### src/rtl/fifo_stream_drain_pkg.sv
// fifo_stream_drain_pkg
//   Shared constants and types for the FIFO drain / skid buffer slice.
//   SKID_DEPTH      : entries in the output skid buffer
//   SKID_PTR_WIDTH  : read/write pointer width (natural wrap over SKID_DEPTH)
//   OCC_WIDTH       : occupancy counter width (must hold 0..SKID_DEPTH)
package fifo_stream_drain_pkg;
  localparam int SKID_DEPTH         = 4;
  localparam int SKID_PTR_WIDTH     = 2;
  localparam int OCC_WIDTH          = SKID_PTR_WIDTH + 1;
  localparam int DEFAULT_DATA_WIDTH = 8;

  typedef logic [SKID_PTR_WIDTH-1:0] skid_ptr_t;
  typedef logic [OCC_WIDTH-1:0]      occ_t;

  // Width of a 0..len-1 position counter; a 1-beat packet still needs one bit.
  function automatic int pos_width(input int len);
    return (len > 1) ? $clog2(len) : 1;
  endfunction
endpackage

### src/rtl/fifo_stream_drain_if.sv
// fifo_stream_drain_if
//   Bundles the FIFO read side and the downstream valid/ready stream.
//   master : the drain (drives fifo_Read_Enable and the stream outputs)
//   slave  : the environment (FIFO + downstream consumer)
//   Signals: fifo_Empty, fifo_Read_Enable, fifo_Data,
//            out_Valid, out_Ready, out_Data, out_Last, beat_Count
interface fifo_stream_drain_if
  import fifo_stream_drain_pkg::*;
#(
  parameter int DATA_WIDTH  = DEFAULT_DATA_WIDTH,
  parameter int COUNT_WIDTH = 16
) ();
  logic                   fifo_Empty;
  logic                   fifo_Read_Enable;
  logic [DATA_WIDTH-1:0]  fifo_Data;
  logic                   out_Valid;
  logic                   out_Ready;
  logic [DATA_WIDTH-1:0]  out_Data;
  logic                   out_Last;
  logic [COUNT_WIDTH-1:0] beat_Count;

  modport master (
    input  fifo_Empty, fifo_Data, out_Ready,
    output fifo_Read_Enable, out_Valid, out_Data, out_Last, beat_Count
  );

  modport slave (
    output fifo_Empty, fifo_Data, out_Ready,
    input  fifo_Read_Enable, out_Valid, out_Data, out_Last, beat_Count
  );
endinterface

### src/rtl/fifo_stream_drain_stream_skid_buffer.sv
// stream_skid_buffer
//   SKID_DEPTH-entry circular buffer between the FIFO read data and the
//   output stream.
//   clock, reset  : clock, async active-low reset
//   push_i        : write push_data_i at wr_ptr this edge
//   pop_i         : output beat accepted (valid & ready), advance rd_ptr
//   valid_o       : buffer non-empty
//   data_o        : entry at rd_ptr
//   occ_o         : current occupancy 0..SKID_DEPTH
module stream_skid_buffer
  import fifo_stream_drain_pkg::*;
#(
  parameter int DATA_WIDTH = DEFAULT_DATA_WIDTH
) (
  input  logic                  clock,
  input  logic                  reset,
  input  logic                  push_i,
  input  logic [DATA_WIDTH-1:0] push_data_i,
  input  logic                  pop_i,
  output logic                  valid_o,
  output logic [DATA_WIDTH-1:0] data_o,
  output occ_t                  occ_o
);
  logic [SKID_DEPTH-1:0][DATA_WIDTH-1:0] buf_q;
  skid_ptr_t wr_ptr_q, wr_ptr_d, rd_ptr_q, rd_ptr_d;
  occ_t      occ_q, occ_d;

  always_comb begin
    wr_ptr_d = wr_ptr_q;
    rd_ptr_d = rd_ptr_q;
    occ_d    = occ_q;
    if (push_i) wr_ptr_d = wr_ptr_q + 1'b1;
    if (pop_i)  rd_ptr_d = rd_ptr_q + 1'b1;
    // Simultaneous push and pop leave occupancy unchanged.
    case ({push_i, pop_i})
      2'b10:   occ_d = occ_q + 1'b1;
      2'b01:   occ_d = occ_q - 1'b1;
      default: occ_d = occ_q;
    endcase
  end

  always_ff @(posedge clock or negedge reset) begin
    if (!reset) begin
      buf_q    <= '0;
      wr_ptr_q <= '0;
      rd_ptr_q <= '0;
      occ_q    <= '0;
    end else begin
      if (push_i) buf_q[wr_ptr_q] <= push_data_i;
      wr_ptr_q <= wr_ptr_d;
      rd_ptr_q <= rd_ptr_d;
      occ_q    <= occ_d;
    end
  end

  assign valid_o = (occ_q != '0);
  assign data_o  = buf_q[rd_ptr_q];
  assign occ_o   = occ_q;

  // The read-issue rule upstream reserves a slot for every in-flight word,
  // so a push into a full buffer means that rule is broken.
  ovf_a: assert property (@(posedge clock) disable iff (!reset)
    !(push_i && !pop_i && (occ_q == occ_t'(SKID_DEPTH))));
  udf_a: assert property (@(posedge clock) disable iff (!reset)
    !(pop_i && (occ_q == '0)));
endmodule

### src/rtl/fifo_stream_drain.sv
// fifo_stream_drain
//   Drains a synchronous FIFO into a valid/ready stream with packet framing.
//   clock, reset : clock, async active-low reset
//   enable       : permit new FIFO reads (buffered data drains regardless)
//   bus (master) : fifo_Empty/fifo_Read_Enable/fifo_Data on the FIFO side,
//                  out_Valid/out_Ready/out_Data/out_Last/beat_Count downstream
//   Reads are issued whenever the skid buffer has room for the word plus any
//   word already in flight, so the issue path never looks at out_Ready.
module fifo_stream_drain
  import fifo_stream_drain_pkg::*;
#(
  parameter int DATA_WIDTH    = DEFAULT_DATA_WIDTH,
  parameter int PACKET_LENGTH = 4,
  parameter int COUNT_WIDTH   = 16
) (
  input logic               clock,
  input logic               reset,
  input logic               enable,
  fifo_stream_drain_if.master bus
);
  localparam int             POS_W    = pos_width(PACKET_LENGTH);
  localparam logic [POS_W-1:0] POS_LAST = POS_W'(PACKET_LENGTH - 1);

  logic                   inflight_q, inflight_d;
  logic [POS_W-1:0]       pos_q, pos_d;
  logic [COUNT_WIDTH-1:0] cnt_q, cnt_d;
  occ_t                   occ, load;
  logic                   valid, hs, rd_en;
  logic [DATA_WIDTH-1:0]  data;

  // Slots already committed: stored words plus the one arriving next edge.
  assign load  = occ + occ_t'(inflight_q);
  // Gated by reset so no FIFO word is popped (and lost) while held in reset.
  assign rd_en = reset & enable & ~bus.fifo_Empty & (load < occ_t'(SKID_DEPTH));
  assign hs    = valid & bus.out_Ready;

  always_comb begin
    inflight_d = rd_en;
    pos_d      = pos_q;
    cnt_d      = cnt_q;
    if (hs) begin
      pos_d = (pos_q == POS_LAST) ? '0 : pos_q + 1'b1;
      cnt_d = cnt_q + 1'b1;
    end
  end

  always_ff @(posedge clock or negedge reset) begin
    if (!reset) begin
      inflight_q <= 1'b0;
      pos_q      <= '0;
      cnt_q      <= '0;
    end else begin
      inflight_q <= inflight_d;
      pos_q      <= pos_d;
      cnt_q      <= cnt_d;
    end
  end

  stream_skid_buffer #(.DATA_WIDTH(DATA_WIDTH)) u_skid (
    .clock       (clock),
    .reset       (reset),
    .push_i      (inflight_q),
    .push_data_i (bus.fifo_Data),
    .pop_i       (hs),
    .valid_o     (valid),
    .data_o      (data),
    .occ_o       (occ)
  );

  assign bus.fifo_Read_Enable = rd_en;
  assign bus.out_Valid        = valid;
  assign bus.out_Data         = data;
  assign bus.out_Last         = valid & (pos_q == POS_LAST);
  assign bus.beat_Count       = cnt_q;
endmodule

### src/flat_wrapper.sv
// flat-port wrapper written by rule: the top's interface ports become plain ports
module fifo_stream_drain_flat import fifo_stream_drain_pkg::*;
#(
  parameter int DATA_WIDTH    = DEFAULT_DATA_WIDTH,
  parameter int PACKET_LENGTH = 4,
  parameter int COUNT_WIDTH   = 16
)
  (clock, reset, enable, bus_fifo_Empty, bus_fifo_Data, bus_out_Ready, bus_fifo_Read_Enable, bus_out_Valid, bus_out_Data, bus_out_Last, bus_beat_Count);
  fifo_stream_drain_if #(.DATA_WIDTH(DATA_WIDTH), .COUNT_WIDTH(COUNT_WIDTH)) bus_i ();
  input logic clock;
  input logic reset;
  input logic enable;
  input wire logic [$bits(bus_i.fifo_Empty)-1:0] bus_fifo_Empty;
  input wire logic [$bits(bus_i.fifo_Data)-1:0] bus_fifo_Data;
  input wire logic [$bits(bus_i.out_Ready)-1:0] bus_out_Ready;
  output wire logic [$bits(bus_i.fifo_Read_Enable)-1:0] bus_fifo_Read_Enable;
  output wire logic [$bits(bus_i.out_Valid)-1:0] bus_out_Valid;
  output wire logic [$bits(bus_i.out_Data)-1:0] bus_out_Data;
  output wire logic [$bits(bus_i.out_Last)-1:0] bus_out_Last;
  output wire logic [$bits(bus_i.beat_Count)-1:0] bus_beat_Count;
  assign bus_i.fifo_Empty = bus_fifo_Empty;
  assign bus_i.fifo_Data = bus_fifo_Data;
  assign bus_i.out_Ready = bus_out_Ready;
  assign bus_fifo_Read_Enable = bus_i.fifo_Read_Enable;
  assign bus_out_Valid = bus_i.out_Valid;
  assign bus_out_Data = bus_i.out_Data;
  assign bus_out_Last = bus_i.out_Last;
  assign bus_beat_Count = bus_i.beat_Count;
  fifo_stream_drain #(.DATA_WIDTH(DATA_WIDTH), .PACKET_LENGTH(PACKET_LENGTH), .COUNT_WIDTH(COUNT_WIDTH)) u_core (.clock(clock), .reset(reset), .enable(enable), .bus(bus_i));
endmodule
### config.mk
export PLATFORM = sky130hd
export DESIGN_NAME = fifo_stream_drain_flat
export DESIGN_NICKNAME = d
export VERILOG_FILES = /design/src/rtl/fifo_stream_drain_pkg.sv /design/src/rtl/fifo_stream_drain_if.sv /design/src/rtl/fifo_stream_drain_stream_skid_buffer.sv /design/src/rtl/fifo_stream_drain.sv /design/src/flat_wrapper.sv
export SDC_FILE = /design/constraint.sdc
export NUM_CORES = 1
export LEC_CHECK = 0
export ABC_AREA = 1
export BUFFER_PORTS_ARGS = -buffer_cell sky130_fd_sc_hd__buf_2
export CAP_MARGIN = 20
export CORE_UTILIZATION = 61
export CTS_CLUSTER_SIZE = 16
export DETAILED_ROUTE_END_ITERATION = 7
export PLACE_DENSITY_LB_ADDON = 0.15
export SETUP_SLACK_MARGIN = 0.2
export SYNTH_ARGS = -nofsm -noshare
export SYNTH_HDL_FRONTEND = slang
export SYNTH_SLANG_ARGS = --single-unit
### constraint.sdc
create_clock -name clock -period 5.4 [get_ports clock]
set_input_delay 0.27 -clock clock [delete_from_list [all_inputs] [get_ports clock]]
set_output_delay 0.27 -clock clock [all_outputs]
set_load 0.1 [all_outputs]
==> metrics.csv, run 1 <==
stage,metric,value,unit
cells_and_area,drive_gt1_frac,0.188,
timing,period_minus_slack,2.44,ns
timing,setup_ws,2.96,ns
cts,ctsHoldBuffers,0,
cells_and_area,fillerInstances,297,
cts,clkTransAtPathRegs,0.07,ns
floorplanning,core-area,4140,sq um
synth,synth_mux_area_frac,0,
synth,synthXorXnorAreaFrac,0.0416,
setup_path,cp-end-kind,primary output,
cts,numCtsBuffers,9,
cells_and_area,stdcell_area,3170,sq um
global_route,grt_start_max_net_pins,60,
cells_and_area,area_growth,15.7,%
global_route,groute.usage.overall,0.260,
synth,synth_async_sr_flop_share,1.00,
cts,cts_root_buf,clkbuf_8,
route,routed_wl,5.49,mm
synth,yosysMostFrequentCell,nand2_1,
cts,clkSinkCount,58,
synth,synth_compound_area_frac,0.129,
timing,hold_violations,0,
synth,netlist_instances,311,
setup_path,worst_r2r_path_depth,10,
synth,ys_ff_latch,58,
cells_and_area,n_antenna_cell,0,
setup_path,worstSetupPathType,flip-flop to primary output,
floorplanning,die_h,69.0,um
setup_path,cp.required,5.13,ns
cells_and_area,ff_latch_area,1450,sq um
floorplanning,num_io_pins,40,
setup_path,slowest_delay,0.59,ns
cts,cts-htree-levels,3,
global_route,grt_pass1_vias,1998,
route,wl_per_cell,13.5,um
timing,tns,0,ns
synth,synth_area,2740,sq um
route,ant_nets,0,
synth,synth_top_family_by_area,simple AND/OR/NAND/NOR gates,
timing,worst_slew_margin_rel,0.519,
cts,clk_latency,0.33,ns
place,dpl_cell_area,2950,sq um
synth,synthAdderAreaFrac,0.0393,
timing,setup_viol,0,
route,first_pass_iters,4,
setup_path,cp_cell_sequence,"inv_1, o21ai_0, o22ai_1, buf_2",
route,drcViolationCount,0,
place,dp_slack,3.11,ns
timing,slew_violations,0,
synth,postSynthAreaPerCell,8.80,sq um
synth,ys_seq_area_frac,0.530,
global_route,grt_pass1_wl,8.65,mm
place,routabilityCongestion,0.698,
cts,post_cts_resized,0,
synth,synth-simple-area-share,0.196,
synth,netlist_top_cells_count,"nand2_1, dfrtp_1, o21ai_0",
timing,rsz0062_at_grt,false,
run_status,status,completed,
synth,yosys.area.top_type_share,0.530,
setup_path,critPathSlowestCell,dfrtp_1,
synth,yosys_warnings,0,
cts,cts_tree,yes,
synth,synth_ff_type,dfrtp_1,
route,first_iter_violations,128,
run,max_cap_violations,0,
route,viasPerCell,5.42,
synth,synthTopCellsByArea,"dfrtp_1, nand2_1, o21ai_0",
setup_path,crit_arrival,2.17,ns
setup_path,cp_max_fo,18,
timing,skew,0.00757,ns
cts,post-cts-setup-buffer-count,0,
synth,synth_top_area_cell,dfrtp_1,
global_route,antenna_found_initial,0,
global_route,overflow,0,
timing,period_share,0.452,
synth,synth.distinct_cells,28,
synth,synth_nets,332,
cells_and_area,multi_input_area,1110,sq um
floorplanning,rows,23,
floorplanning,dieArea,4760,sq um
place,hpwl,3.62,mm
place,portBuffers,39,
timing,whs,0.0799,ns
floorplanning,start_util,0.661,
synth,synth_edf_count,0,
route,num_vias,2207,
floorplanning,die_x,69.0,um
timing,max_freq,410,MHz
timing,tightestPinTransition,0.722,ns
cells_and_area,fin_nets,373,
setup_path,cp-start-kind,flip-flop,
min_path,hold_class,primary input to async pin,
cts,clockBufferDepth,2,
[critical path: cells and delay by family (launching register included)]
family,cells,cell delay [ns]
buffers and inverters,2,0.94
AO/OA/AOI/OAI,2,0.29
flip-flops,1,0.59
[logic make-up (layout without fill, tap and decap cells)]
kind of cell / after synthesis / after routing
simple gates: 124 / 124
compound gates: 67 / 67
flops: 58 / 58
buf+inv: 41 / 87
xor+xnor: 13 / 13
fa+ha+maj: 8 / 8
[metal layers]
metal	up-vias	track usage	wire length, um
met5	-	0	0
met4	0	0.117	110
met3	11	0.0740	284
met2	67	0.447	2710
met1	1041	0.299	2390
li1	1088	-	-
[cells in the final DEF, fill, tap and decap left out]
cell | Yosys | layout
a21boi_0 | 1 | 1
a21oi_1 | 2 | 2
buf_2 | 8 | 39
buf_4 | 0 | 1
bufinv_16 | 0 | 2
clkbuf_1 | 0 | 1
clkbuf_8 | 0 | 10
clkinv_2 | 0 | 2
clkinvlp_4 | 0 | 1
dfrtp_1 | 58 | 58
fa_1 | 1 | 1
ha_1 | 7 | 7
inv_1 | 30 | 30
inv_4 | 1 | 1
nand2_1 | 73 | 73
nand2_2 | 3 | 3
nand2_4 | 1 | 1
nand3_1 | 4 | 4
nand3_2 | 1 | 1
nand3b_1 | 1 | 1
nand4_1 | 4 | 4
nor2_1 | 29 | 29
nor2_2 | 3 | 3
nor2_4 | 1 | 1
nor3_1 | 3 | 3
nor3_4 | 1 | 1
o21a_1 | 1 | 1
o21ai_0 | 54 | 54
o21ai_2 | 1 | 1
o22ai_1 | 8 | 8
xnor2_1 | 6 | 6
xor2_1 | 7 | 7
[through the flow]
| stage | utilization | std cells |
|---|---|---|
| finish | 0.764 | 407 |
| global route | 0.764 | 407 |
| CTS | 0.764 | 407 |
| detailed placement | 0.711 | 391 |
| global placement | 0.711 | 391 |
| floorplan | - | 311 |
[worst paths after layout]
| check | startpoint | end | slack (ns) |
|---|---|---|---|
| max | u_core.u_skid.rd_ptr_q[0] | bus_out_Data[1] | 2.96 |
| min | reset | u_core.u_skid.buf_q[27] | 0.08 |
| max reg2reg | u_core.u_skid.occ_o[1] | u_core.u_skid.occ_o[2] | 3.42 |
| min reg2reg | u_core.u_skid.buf_q[18] | u_core.u_skid.buf_q[18] | 0.48 |
| max in group asynchronous | reset | u_core.u_skid.occ_o[2] | 4.84 |
| min in group clock | bus_fifo_Data[6] | u_core.u_skid.buf_q[30] | 0.24 |
[layout make-up]
cell class / count / share of cell area
Clock buffer: 11 / 0.0446
Clock inverter: 5 / 0.0245
Inverter: 31 / 0.0375
Multi-Input combinational cell: 212 / 0.351
Sequential cell: 58 / 0.458
Tap cell: 50 / 0.0198
Timing Repair Buffer: 40 / 0.0640
[registers in the layout, summed over array words and instances (netlist names)]
name and flops:
u_core.u_skid.rd_ptr_q 2, u_core.inflight_q 1, u_core.bus.beat_Count 16, u_core.pos_q 2, u_core.u_skid.occ_o 3, u_core.u_skid.buf_q 32, u_core.u_skid.wr_ptr_q 2
Power of run 1 is not shown: default switching activity piles up to over one toggle a cycle in this logic, so the estimate is an artifact.
==> run 2: changes to the inputs <==
- CORE_UTILIZATION: 61 -> 56
- clock period: 5.4 -> 2.4 ns (I/O delays scaled with it)
==> run 2 against run 1 <==
Final cell count is 4.7% higher; via count is 1.5% lower; flip-flop and latch count stayed put; sequential share of layout area decreased by 1.1 points; critical endpoint unchanged.
==> metrics.csv, run 2 (synthesis gave the netlist of run 1 again) <==
stage,metric,value,unit
global_route,overflow,0,
setup_path,critPathSlowestCell,buf_2,
setup_path,cp.required,2.28,ns
setup_path,cp_max_fo,17,
cts,clk_latency,0.33,ns
route,drcViolationCount,0,
timing,period_share,0.825,
cells_and_area,drive_gt1_frac,0.209,
global_route,grt_start_max_net_pins,59,
floorplanning,start_util,0.580,
timing,hold_violations,0,
timing,setup_ws,0.420,ns
place,dpl_cell_area,3040,sq um
setup_path,cp_cell_sequence,"inv_1, o21ai_0, o22ai_2, buf_2",
timing,tightestPinTransition,0.721,ns
cts,cts_tree,yes,
route,viasPerCell,5.10,
global_route,grt_pass1_wl,9.11,mm
cts,clockBufferDepth,2,
place,portBuffers,39,
cells_and_area,mostFrequentLayoutCells,"nand2_1, dfrtp_1, o21ai_0",
route,first_iter_violations,197,
place,hpwl,3.56,mm
floorplanning,dieArea,5170,sq um
timing,worst_slew_margin_rel,0.519,
min_path,hold_class,primary input to flip-flop,
route,wl_per_cell,12.8,um
floorplanning,num_io_pins,40,
route,num_vias,2174,
setup_path,cp-start-kind,flip-flop,
cells_and_area,final_common_cell,nand2_1,
cells_and_area,fillerInstances,400,
place,routabilityCongestion,0.827,
cts,post-cts-setup-buffer-count,0,
timing,rsz0062_at_grt,false,
route,ant_nets,0,
setup_path,crit_arrival,1.86,ns
cells_and_area,stdcell_area,3240,sq um
floorplanning,die_x,71.9,um
setup_path,cp-end-kind,primary output,
setup_path,slowest_delay,0.45,ns
floorplanning,core-area,4720,sq um
floorplanning,rows,25,
cts,clkTransAtPathRegs,0.06,ns
cells_and_area,n_antenna_cell,0,
route,routed_wl,5.44,mm
cts,cts-htree-levels,3,
run,max_cap_violations,0,
route,first_pass_iters,4,
timing,max_freq,505,MHz
timing,skew,0.00349,ns
cts,numCtsBuffers,9,
global_route,groute.usage.overall,0.233,
timing,period_minus_slack,1.98,ns
setup_path,worstSetupPathType,flip-flop to primary output,
cts,clkSinkCount,58,
timing,slew_violations,0,
global_route,grt_pass1_vias,1937,
run_status,status,completed,
place,dp_slack,0.464,ns
global_route,antenna_found_initial,0,
timing,whs,0.0871,ns
cells_and_area,regMostFlops,u_core.u_skid.buf_q,
cts,cts_root_buf,clkbuf_8,
cells_and_area,area_growth,18.5,%
cells_and_area,largest_reg_flops,32,
cells_and_area,fin_nets,375,
timing,tns,0,ns
floorplanning,die_h,71.9,um
timing,setup_viol,0,
run 2: metrics by stage:
| step | utilization | cells |
|---|---|---|
| after global routing | 0.687 | 426 |
| after floorplan | - | 311 |
| final | 0.687 | 426 |
| after global placement | 0.643 | 409 |
| after CTS | 0.687 | 426 |
| after detailed placement | 0.643 | 409 |
run 2: metal layers:
layer / wire length (um) / GRT usage
met5: 0 / 0
met3: 240 / 0.0583
met2: 2610 / 0.375
met1: 2530 / 0.314
met4: 54 / 0.0719
run 2: final timing paths:
check | end | slack, ns | cells after the start | from
max | bus_out_Data[1] | 0.42 | 4 | u_core.u_skid.rd_ptr_q[0]
min | u_core.inflight_q | 0.09 | 3 | bus_fifo_Empty
min reg2reg | u_core.inflight_q | 0.48 | 1 | u_core.u_skid.occ_o[2]
min in group asynchronous | u_core.u_skid.buf_q[28] | 0.50 | 3 | reset
max reg2reg | u_core.u_skid.occ_o[2] | 0.46 | 10 | u_core.u_skid.occ_o[2]
max in group asynchronous | u_core.bus.beat_Count[7] | 1.42 | 3 | reset
run 2: what timing repair did:
action,in CTS,in global routing
hold buffers,1,0
gates resized for setup,0,0
hold endpoints to repair,12,0
run 2: final cells by class:
type | instances | area, sq um | area share
clock buffers | 14 | 163 | 0.0502
clock inverters | 2 | 35.0 | 0.0108
inverters | 31 | 119 | 0.0367
multi-input cells | 212 | 1170 | 0.361
flip-flops and latches | 58 | 1450 | 0.448
well taps | 67 | 83.8 | 0.0258
repair buffers | 42 | 220 | 0.0679
run 2: worst max-delay path, delay by kind of cell, from the launching register on:
family                 cells  cell delay, ns
DFF                        1            0.38
AOI/OAI and AO/OA          2            0.32
buffers and inverters      2            0.84
Power of run 2 is left out for the same reason.
==> run 3: changes to the inputs <==
- ABC_AREA: 1 -> 0
- clock period: 2.4 -> 1.9 ns (I/O delays scaled with it)
==> run 3 against run 2 <==
Clock skew rose by 0.0054 ns; clock-buffer cell count did not move; sequential share of layout area rose by 0.88 points; wire length fell by 10%; hold slack got worse by 0.052 ns; first-iteration DRC count fell by 46%; critical path depth rose by 4; final cell count fell by 30%; flip-flop and latch count did not move; largest cell class unchanged.
==> metrics.csv, run 3 <==
stage,metric,value,unit
setup_path,cp-start-kind,flip-flop,
cts,clkSinkCount,58,
timing,period_share,0.901,
synth,synth_mux_area_frac,0.212,
setup_path,rr_endpoint,u_core.u_skid.occ_o[2],
place,portBuffers,39,
cells_and_area,mostFrequentLayoutCells,"dfrtp_1, mux2_2, buf_2",
route,first_pass_iters,5,
cells_and_area,largest_reg_flops,32,
synth,synth-simple-area-share,0.0782,
cts,clk_latency,0.33,ns
synth,synthAdderAreaFrac,0.0415,
place,dpl_cell_area,2930,sq um
synth,synth_compound_area_frac,0.0164,
floorplanning,die_h,70.0,um
synth,synth_top_area_cell,dfrtp_1,
timing,max_freq,584,MHz
setup_path,regToRegSetupSlack,0.19,ns
run,max_cap_violations,0,
setup_path,worst_r2r_path_depth,8,
place,routabilityCongestion,0.760,
global_route,antenna_found_initial,0,
synth,synth_area,2590,sq um
route,num_vias,1686,
min_path,hp-start,bus_fifo_Data[1],
timing,hold_violations,0,
min_path,hold_class,primary input to flip-flop,
route,ant_nets,0,
global_route,overflow,0,
cts,clkTransAtPathRegs,0.06,ns
synth,synthTopCellsByArea,"dfrtp_1, mux2_2, mux4_2",
global_route,grt_pass1_vias,1791,
setup_path,reg2reg_from,u_core.u_skid.occ_o[1],
setup_path,cp.required,2.10,ns
setup_path,cp-end-kind,flip-flop,
cells_and_area,stdcell_area,3240,sq um
floorplanning,die_x,70.0,um
cells_and_area,n_antenna_cell,0,
cells_and_area,drive_gt1_frac,0.514,
route,drcViolationCount,0,
cells_and_area,area_growth,24.9,%
cts,cts-htree-levels,3,
min_path,min_to,u_core.u_skid.buf_q[17],
synth,netlist_top_cells_count,"dfrtp_1, mux2_2, nand2_1, xnor2_1, mux4_2",
global_route,grt_pass1_wl,8.20,mm
setup_path,crit_arrival,1.91,ns
global_route,grt_start_max_net_pins,59,
timing,worst_slew_margin_rel,0.528,
floorplanning,num_io_pins,40,
place,hpwl,3.36,mm
cts,numCtsBuffers,9,
route,routed_wl,4.88,mm
cts,clockBufferDepth,2,
cells_and_area,stdcell_count,299,
synth,ys_seq_area_frac,0.560,
cts,cts_root_buf,clkbuf_8,
synth,yosys.area.top_type_share,0.560,
synth,netlist_instances,184,
timing,rsz0062_at_grt,true,
synth,ys_ff_latch,58,
timing,tns,0,ns
synth,synth_async_sr_flop_share,1.00,
floorplanning,rows,24,
synth,synth_top_family_by_area,multiplexers,
route,first_iter_violations,106,
cells_and_area,final_common_cell,dfrtp_1,
global_route,groute.usage.overall,0.220,
synth,synth.distinct_cells,28,
route,viasPerCell,5.64,
synth,yosysMostFrequentCell,dfrtp_1,
synth,yosys_warnings,0,
run_status,status,completed,
min_path,holdPathStages,2,
cells_and_area,regMostFlops,u_core.u_skid.buf_q,
setup_path,worstSetupPathType,flip-flop to flip-flop,
floorplanning,start_util,0.587,
synth,synthXorXnorAreaFrac,0.0744,
cells_and_area,fillerInstances,289,
timing,slew_violations,0,
cts,cts_tree,yes,
route,wl_per_cell,16.3,um
synth,synth_nets,205,
setup_path,cp_max_fo,5,
timing,setup_viol,0,
synth,postSynthAreaPerCell,14.1,sq um
timing,tightestPinTransition,0.708,ns
floorplanning,dieArea,4900,sq um
cells_and_area,fin_nets,263,
place,placed_cells,276,
timing,period_minus_slack,1.71,ns
timing,skew,0.00885,ns
floorplanning,core-area,4410,sq um
synth,synth_ff_type,dfrtp_1,
synth,synth_edf_count,0,
run 3: changes by cell type in the layout (fill, tap and decap cells not counted), sizes merged, moves of 7 or more:
cell / before / now
mux2: 0 / 32
nand2: 77 / 17
buf: 41 / 48
inv: 31 / 8
nor2: 33 / 5
mux4: 0 / 8
o21ai: 55 / 1
xnor2: 6 / 17
o22ai: 8 / 0
run 3: cells by family after synthesis:
| logic type | after synthesis |
|---|---|
| compound gates | 4 |
| fa+ha+maj | 8 |
| simple gates | 40 |
| mux | 41 |
| flops | 58 |
| buf+inv | 11 |
| xor+xnor | 22 |
run 3: area by class of cell:
class                      count  area (sq um)  share of cell area
multi-input combinational    115          1130               0.349
inverter                       8          30.0             0.00928
tap                           52          65.1              0.0201
clock inverter                 2          12.5             0.00387
timing repair buffer          50           370               0.114
sequential                    58          1480               0.456
clock buffer                  14           153              0.0472
run 3: timing repair:
action                                  4_1_cts  5_1_grt
hold buffers                                  2        0
cloned                                        0        0
endpoints found under the setup margin       12       11
buffers inserted                              2        3
hold endpoints to repair                     59        0
pin swaps                                     2        3
resized for setup                            26        1
run 3: how the worst max path moves through the flow:
stage / depth (start not counted) / to / start
finish: 8 / u_core.u_skid.occ_o[2] / u_core.u_skid.occ_o[1]
global route: 8 / u_core.u_skid.occ_o[2] / u_core.u_skid.occ_o[1]
CTS: 3 / bus_out_Data[5] / u_core.u_skid.rd_ptr_q[0]
detailed placement: 8 / u_core.u_skid.occ_o[2] / u_core.u_skid.occ_o[1]
global placement: 8 / u_core.u_skid.occ_o[2] / u_core.u_skid.occ_o[2]
floorplan: 8 / u_core.u_skid.occ_o[2] / u_core.u_skid.occ_o[0]
run 3: per-stage QoR:
stage	utilization	setup slack, ns	hold WS [ns]
final	0.733	0.188	0.0350
after global routing	0.733	0.103	0.0448
after CTS	0.727	0.170	0.0374
after detailed placement	0.664	0.146	0.304
after global placement	0.664	0.245	0.292
after floorplan	-	0.0816	-0.201
run 3: worst max-delay path, cell delays in order (launching register included):
cell and delay [ns]:
dfrtp_2 0.45, o31ai_4 0.27, inv_2 0.09, ha_4 0.17
inv_2 0.05, fa_2 0.18, xor2_1 0.16, nor2_1 0.07
xor2_1 0.16
run 3: per-layer routing:
metal	GRT usage	vias to the layer above	wire length, um
met5	0	-	0
met4	0.0978	0	93
met3	0.0346	13	197
met2	0.386	53	2440
met1	0.269	855	2150
li1	-	765	-
Power of run 3 is left out for the same reason.
